[src/rtl/serial_rx_deserializer.sv]
// 8N1 serial receiver: synchronizes SIn, deserializes LSB-first frames and
// holds each received byte in a one-entry valid/ready output buffer.
module serial_rx_deserializer #(
  parameter int unsigned CLOCK_FREQ = 100_000_000,
  parameter int unsigned BAUD_RATE  = 115_200
) (
  input  logic       clk,
  input  logic       rst,
  input  logic       SIn,
  output logic [7:0] DataOut,
  output logic       DataOutValid,
  input  logic       DataOutReady,
  output logic       FramingError,
  output logic       Overrun
);

  localparam int unsigned BIT_TIME  = CLOCK_FREQ / BAUD_RATE;
  localparam int unsigned HALF_TIME = BIT_TIME / 2;
  localparam int unsigned CNT_W     = (BIT_TIME > 1) ? $clog2(BIT_TIME) : 1;
  localparam logic [CNT_W-1:0] BIT_LAST  = CNT_W'(BIT_TIME - 1);
  localparam logic [CNT_W-1:0] HALF_LAST = CNT_W'(HALF_TIME - 1);

  typedef enum logic [1:0] {IDLE, START, DATA, STOP} RxState;

  RxState           state, stateNext;
  logic [CNT_W-1:0] cnt, cntNext;
  logic [2:0]       bitIdx, bitIdxNext;
  logic [7:0]       shiftReg, shiftNext;
  logic [7:0]       dataNext;
  logic             validNext, ferrNext, ovrNext;
  logic             sync1, sync2;
  logic             primed, armed;

  // Next-state, datapath and output-buffer decisions.
  always_comb begin
    stateNext  = state;
    cntNext    = cnt;
    bitIdxNext = bitIdx;
    shiftNext  = shiftReg;
    dataNext   = DataOut;
    validNext  = DataOutValid && !DataOutReady;
    ferrNext   = 1'b0;
    ovrNext    = 1'b0;
    case (state)
      IDLE: begin
        if (armed && !sync2) begin
          stateNext = START;
          cntNext   = '0;
        end
      end
      START: begin
        if (cnt == HALF_LAST) begin
          cntNext    = '0;
          bitIdxNext = 3'd0;
          stateNext  = sync2 ? IDLE : DATA;
        end else begin
          cntNext = cnt + CNT_W'(1);
        end
      end
      DATA: begin
        if (cnt == BIT_LAST) begin
          cntNext           = '0;
          shiftNext[bitIdx] = sync2;
          bitIdxNext        = bitIdx + 3'd1;
          if (bitIdx == 3'd7) stateNext = STOP;
        end else begin
          cntNext = cnt + CNT_W'(1);
        end
      end
      STOP: begin
        if (cnt == BIT_LAST) begin
          cntNext   = '0;
          stateNext = IDLE;
          if (!sync2) begin
            ferrNext = 1'b1;
          end else if (DataOutValid && !DataOutReady) begin
            ovrNext = 1'b1;
          end else begin
            dataNext  = shiftReg;
            validNext = 1'b1;
          end
        end else begin
          cntNext = cnt + CNT_W'(1);
        end
      end
      default: stateNext = IDLE;
    endcase
  end

  // armed requires a genuinely sampled high line after reset, so the tail
  // of a frame cut by reset cannot be mistaken for a start bit.
  always_ff @(posedge clk) begin
    if (rst) begin
      sync1        <= 1'b1;
      sync2        <= 1'b1;
      primed       <= 1'b0;
      armed        <= 1'b0;
      state        <= IDLE;
      cnt          <= '0;
      bitIdx       <= 3'd0;
      shiftReg     <= 8'h00;
      DataOut      <= 8'h00;
      DataOutValid <= 1'b0;
      FramingError <= 1'b0;
      Overrun      <= 1'b0;
    end else begin
      sync1        <= SIn;
      sync2        <= sync1;
      primed       <= 1'b1;
      armed        <= armed || (primed && sync1);
      state        <= stateNext;
      cnt          <= cntNext;
      bitIdx       <= bitIdxNext;
      shiftReg     <= shiftNext;
      DataOut      <= dataNext;
      DataOutValid <= validNext;
      FramingError <= ferrNext;
      Overrun      <= ovrNext;
    end
  end

endmodule

[config.mk]
export PLATFORM = sky130hd
export DESIGN_NAME = serial_rx_deserializer
export DESIGN_NICKNAME = d
export VERILOG_FILES = /design/src/rtl/serial_rx_deserializer.sv
export SDC_FILE = /design/constraint.sdc
export NUM_CORES = 1
export LEC_CHECK = 0
export ABC_AREA = 1
export BUFFER_PORTS_ARGS = -buffer_cell sky130_fd_sc_hd__buf_2
export CELL_PAD_IN_SITES_DETAIL_PLACEMENT = 0
export CELL_PAD_IN_SITES_GLOBAL_PLACEMENT = 2
export CORE_MARGIN = 10
export CORE_UTILIZATION = 29
export DETAILED_ROUTE_END_ITERATION = 7
export GPL_ROUTABILITY_DRIVEN = 0
export PLACE_DENSITY = 0.7
export SLEW_MARGIN = 20
export SYNTH_ARGS = -nofsm -noshare
export SYNTH_HDL_FRONTEND = slang
export SYNTH_SLANG_ARGS = --single-unit
[constraint.sdc]
create_clock -name clk -period 1.39 [get_ports clk]
set_input_delay 0.278 -clock clk [delete_from_list [all_inputs] [get_ports clk]]
set_output_delay 0.278 -clock clk [all_outputs]
set_load 0.01 [all_outputs]
==> results.json, run 1 <==
{
  "hold_path.class": "input port to flip-flop",
  "timing.final.ws_setup_ns": -0.0786,
  "worstPathRequired_ns": 1.58,
  "violations": "setup timing",
  "cts_root_buf": "clkbuf_8",
  "track_usage": 0.104,
  "cap_violations": 0,
  "areaGrowthSynthToFinish_pct": 31.8,
  "diodes": 0,
  "ir_worst_vdd_mv": 0.365,
  "drive_gt1_frac": 0.292,
  "cts_tree": "built",
  "tns_ns": -0.333,
  "drc": 0,
  "fill_cells": 688,
  "period_needed_ns": 1.47,
  "yosysTopAreaCell": "dfxtp_1",
  "power-per-cell-area_nw_per_um2": 848,
  "finalSetupViolCount": 11,
  "portBuffers": 14,
  "cts_buffers": 5,
  "synth_top_area_frac": 0.393,
  "syn_area_um2": 1930,
  "clockBufferDepth": 2,
  "grt_first_pass_wirelength_mm": 8.60,
  "drtIter0Drc": 68,
  "die-height_um": 102,
  "timing.final.crit_share": 1.06,
  "relSlewSlack": 0.781,
  "die_w_um": 102,
  "routed_wirelength_mm": 5.20,
  "cp.arrival_ns": 1.66,
  "synth_seq_cells": 38,
  "grt_pass1_vias": 1729,
  "ctsHoldBuffers": 0,
  "finalHoldViolations": 0,
  "syn_area_per_cell_um2": 6.65,
  "syn_inst": 291,
  "dp_hpwl_mm": 3.43,
  "grt_antenna_before_repair": 0,
  "slew_viol_final": 0,
  "worst_clock_skew_ns": 0.00815,
  "synth.distinct_cells": 24,
  "endpoint_kind": "flip-flop",
  "nets": 349,
  "start_util": 0.301,
  "rsz0062_at_grt": "true",
  "ys_warn_count": 0,
  "synth-seq-area-share": 0.393,
  "grt_max_degree": 27,
  "std_cell_rows": 29,
  "status": "complete, but fails checks",
  "netlist_top_cells_area": "dfxtp_1 (39%), nand2_1 (15%), nor2_1 (9.5%), inv_1 (8.0%), nand3_1 (7.8%)",
  "grt-ovfl-total": 0,
  "core_area_um2": 6420,
  "max_freq_mhz": 681,
  "antenna_left": 0,
  "crit_type": "flip-flop to flip-flop",
  "io_pins": 15,
  "p_leak_uw": 0.00122,
  "clock_latency_ns": 0.30,
  "cp-start-kind": "flip-flop",
  "cts_sinks": 38,
  "firstDrtPassIters": 4,
  "detail_route.wl_per_cell_um": 12.4,
  "dieArea_um2": 10300,
  "multi_input_area_um2": 1090,
  "h-tree-depth": 2,
  "finalPower_uw": 2160,
  "vias": 1840,
  "syn_nets": 299,
  "fin_util": 0.397,
  "worst-path-max-fanout": 5,
  "register_area_um2": 776,
  "worst_slew_pin_slew_ns": 0.327,
  "vias_per_cell": 4.39,
  "clk_pin_slew_ns": 0.08
}
-- area by class of cell --
type                    count  area share
clock buffers               6      0.0324
clock inverters             2     0.00491
inverters                  45      0.0677
multi-input cells         204       0.427
flip-flops and latches     38       0.304
well taps                  77      0.0378
repair buffers             47       0.126
-- cells by family after synthesis --
group / share of synthesized area
buffers and inverters: 0.108
AOI/OAI and AO/OA: 0.0621
adders and majority gates: 0.0259
DFF: 0.393
and+or+nand+nor: 0.411
-- through the flow --
| step | hold WS [ns] | instance area (um2) | setup WS [ns] | std cells |
|---|---|---|---|---|
| 3_5_place_dp | 0.441 | 2280 | -0.0835 | 403 |
| 5_1_grt | 0.166 | 2550 | -0.158 | 419 |
| 2_1_floorplan | 0.382 | 1950 | 0.0151 | 291 |
| 4_1_cts | 0.163 | 2420 | -0.0224 | 413 |
| 3_3_place_gp | 0.444 | 2280 | -0.0704 | 403 |
| 6_report | 0.168 | 2550 | -0.0786 | 419 |
-- power breakdown --
part	leakage, uW	switching, uW	internal, uW	total [uW]
sequential	0.000311	15.1	1100	1120
clock	0.0000472	427	399	826
combinational	0.000861	129	88.9	218
-- state kept, by name, summed over array words and instances, names as in the netlist, named ones only --
signal / cells
Overrun: 1
sync2: 1
bitIdx: 3
DataOutValid: 1
cnt: 10
shiftReg: 8
DataOut: 8
FramingError: 1
primed: 1
armed: 1
sync1: 1
state: 1
-- placed cells by master (no fill, tap or decap), types with 5 or more instances in the layout --
master	n
a21oi_1	10
buf_4	32
buf_2	14
nand3_2	5
inv_1	38
clkbuf_8	6
dfxtp_1	32
nor2_1	46
o21ai_0	7
nand3_1	25
nand2_1	71
nand2_2	6
-- routing by layer --
metal | share of wire | up-vias | track usage
met4 | 0.012 | 0 | 0.0341
met5 | 0 | - | 0
met3 | 0.038 | 7 | 0.0306
met1 | 0.52 | 805 | 0.141
li1 | - | 1008 | -
met2 | 0.43 | 20 | 0.152
-- worst max-delay path, cell delays in order (launching register included) --
cell	delay [ns]
dfxtp_4	0.36
inv_2	0.06
ha_1	0.14
nand3_1	0.09
nor2_2	0.13
nand2_1	0.08
nand2_2	0.11
nand2_2	0.12
buf_4	0.16
nand2_1	0.06
a21oi_1	0.06
-- final timing paths --
check / start / depth (start not counted) / slack [ns] / end
setup / recovery: cnt[1]$_SDFFE_PP0P_ / 10 / -0.08 / cnt[9]$_SDFFE_PP0P_
hold / removal: SIn / 2 / 0.17 / sync1$_SDFF_PP1_
setup reg to reg: cnt[1]$_SDFFE_PP0P_ / 10 / -0.08 / cnt[9]$_SDFFE_PP0P_
hold reg to reg: sync1$_SDFF_PP1_ / 1 / 0.46 / sync2$_SDFF_PP1_
-- synthesized netlist by cell type --
| library cell | number |
|---|---|
| nand3b_1 | 1 |
| nand3_4 | 2 |
| buf_6 | 2 |
| inv_2 | 1 |
| or2_2 | 2 |
| nor2_2 | 2 |
| buf_2 | 1 |
| nor3_1 | 2 |
| nor3_4 | 1 |
| nand2_2 | 2 |
| nand4_1 | 4 |
| inv_1 | 41 |
| o21ai_0 | 10 |
| nand2_1 | 76 |
| nand4_4 | 1 |
| clkbuf_1 | 3 |
| a21oi_1 | 14 |
| nor2_4 | 2 |
| nand3_1 | 30 |
| clkinv_1 | 2 |
| dfxtp_1 | 38 |
| clkinv_2 | 1 |
| ha_1 | 4 |
| nor2_1 | 49 |
-- repair_timing --
| item | 4_1_cts | 5_1_grt |
|---|---|---|
| buffers inserted | 1 | 5 |
| resized for setup | 10 | 30 |
| endpoints found under the setup margin | 31 | 31 |
| cloned | 1 | 1 |
| pin swaps | 10 | 9 |
No activity file was read; power rests on OpenSTA's default activity.
==> inputs of run 2 (changes only) <==
--- a/config.mk
+++ b/config.mk
@@ -13,7 +13,7 @@
 export CORE_UTILIZATION = 29
 export DETAILED_ROUTE_END_ITERATION = 7
 export GPL_ROUTABILITY_DRIVEN = 0
-export PLACE_DENSITY = 0.7
+export PLACE_DENSITY_LB_ADDON = 0.1
 export SLEW_MARGIN = 20
 export SYNTH_ARGS = -nofsm -noshare
 export SYNTH_HDL_FRONTEND = slang
==> run 2 against run 1 <==
The run still ends with setup timing left. Fmax increased by 4.6%. Cell area decreased by 0.29%. Critical path depth fell by 4. Die area unchanged. Utilization down 0.12 points.
==> results.json, run 2 (synthesis results as in run 1) <==
{
  "routed_wirelength_mm": 5.00,
  "drive_gt1_frac": 0.266,
  "nets": 343,
  "clockBufferDepth": 2,
  "drtIter0Drc": 52,
  "finalSetupViolCount": 4,
  "endpoint_kind": "flip-flop",
  "final_cell_mix": "nand2_1 (72), nor2_1 (45), inv_1 (39)",
  "fin_util": 0.396,
  "cp-start-kind": "flip-flop",
  "p_leak_uw": 0.00121,
  "rsz0062_at_grt": "true",
  "largest_reg_flops": 10,
  "timing.final.crit_share": 1.01,
  "cap_violations": 0,
  "detail_route.wl_per_cell_um": 12.1,
  "h-tree-depth": 2,
  "timing.final.ws_setup_ns": -0.0146,
  "cp.arrival_ns": 1.59,
  "clock_latency_ns": 0.29,
  "grt_pass1_vias": 1638,
  "worst_clock_skew_ns": 0.00458,
  "cts_root_buf": "clkbuf_8",
  "critPathMaxStageDelay_ns": 0.38,
  "tns_ns": -0.0333,
  "fill_cells": 696,
  "die_w_um": 102,
  "reg_top3": "cnt x10, DataOut x8, shiftReg x8",
  "track_usage": 0.101,
  "io_pins": 15,
  "placed_area_um2": 2280,
  "worstPathRequired_ns": 1.58,
  "areaGrowthSynthToFinish_pct": 31.4,
  "dp_hpwl_mm": 3.37,
  "grt_first_pass_wirelength_mm": 8.20,
  "worst_slew_pin_slew_ns": 0.308,
  "worst-path-max-fanout": 8,
  "cts_sinks": 38,
  "core_area_um2": 6420,
  "cts_buffers": 5,
  "ctsHoldBuffers": 0,
  "relSlewSlack": 0.795,
  "grt_antenna_before_repair": 0,
  "finalHoldViolations": 0,
  "power-per-cell-area_nw_per_um2": 900,
  "hold_path.class": "input port to flip-flop",
  "dieArea_um2": 10300,
  "std_cell_rows": 29,
  "crit_type": "flip-flop to flip-flop",
  "portBuffers": 14,
  "antenna_left": 0,
  "vias_per_cell": 4.37,
  "path_cells": "ha_4, nand3_4, nor2_4, nand4_4, nor2_1, nor2_1",
  "status": "complete, but fails checks",
  "path_common_cell": "nor2_1",
  "diodes": 0,
  "max_freq_mhz": 712,
  "clk_pin_slew_ns": 0.08,
  "top_register": "cnt",
  "stdcell_area_um2": 2540,
  "violations": "setup timing",
  "holdWs_ns": 0.166,
  "firstDrtPassIters": 4,
  "critical_path.slowest_cell": "dfxtp_4",
  "slew_viol_final": 0,
  "drc": 0,
  "vias": 1801,
  "cts_tree": "built",
  "die-height_um": 102,
  "period_needed_ns": 1.40,
  "final_common_cell": "nand2_1",
  "ir_worst_vdd_mv": 0.354,
  "grt-ovfl-total": 0,
  "grt_max_degree": 27,
  "start_util": 0.301
}
-- run 2: cell count changes in the layout (fill, tap and decap cells not counted), sizes merged --
cell	before	now
buf	47	42
bufinv	0	1
clkinv	4	3
clkinvlp	1	0
nand2	79	78
-- run 2: area by class of cell --
type | count | area, um2 | area share
Clock buffer | 6 | 82.6 | 0.0325
Clock inverter | 1 | 30.0 | 0.0118
Inverter | 45 | 175 | 0.0689
Multi-Input combinational cell | 203 | 1080 | 0.425
Sequential cell | 38 | 777 | 0.306
Tap cell | 77 | 96.3 | 0.0379
Timing Repair Buffer | 42 | 300 | 0.118
-- run 2: what timing repair did --
action,in CTS,in global routing
pin swaps,8,9
setup endpoints to repair,30,32
cloned,1,0
setup buffers,2,0
gates resized for setup,14,28
-- run 2: final timing paths --
kind | from | end | slack (ns) | cells after the start
worst max-delay path | cnt[1]$_SDFFE_PP0P_ | DataOut[5]$_SDFFE_PP0P_ | -0.01 | 6
worst min-delay path | SIn | sync1$_SDFF_PP1_ | 0.17 | 2
worst max register to register | cnt[1]$_SDFFE_PP0P_ | DataOut[5]$_SDFFE_PP0P_ | -0.01 | 6
worst min register to register | sync1$_SDFF_PP1_ | sync2$_SDFF_PP1_ | 0.45 | 1
-- run 2: layer usage --
layer  vias up  track usage  part of all wire
met5         -            0                 0
met4         0       0.0363             0.013
met3         6       0.0293             0.040
met2        24        0.144              0.41
met1       773        0.140              0.54
li1        998            -                 -
-- run 2: power by group --
group	internal [uW]	switching, uW	leakage [uW]	total, uW
clock network	575	404	0.0000573	978
logic	71.9	117	0.000841	189
registers	1100	17.3	0.000312	1120
total	1750	538	0.00121	2290
-- run 2: per-stage QoR --
stage	cells	total power, uW	setup WS, ns
2_1_floorplan	291	1240	0.0151
3_3_place_gp	402	1320	-0.0606
3_5_place_dp	402	1310	-0.0813
4_1_cts	412	2330	-0.0240
5_1_grt	412	2410	-0.151
6_report	412	2290	-0.0146
-- run 2: worst max-delay path, delay by kind of cell (launching register included) --
family	cells	cell delay, ns
AND/OR/NAND/NOR	5	0.77
adder cells (fa/ha/maj)	1	0.15
flip-flops	1	0.38
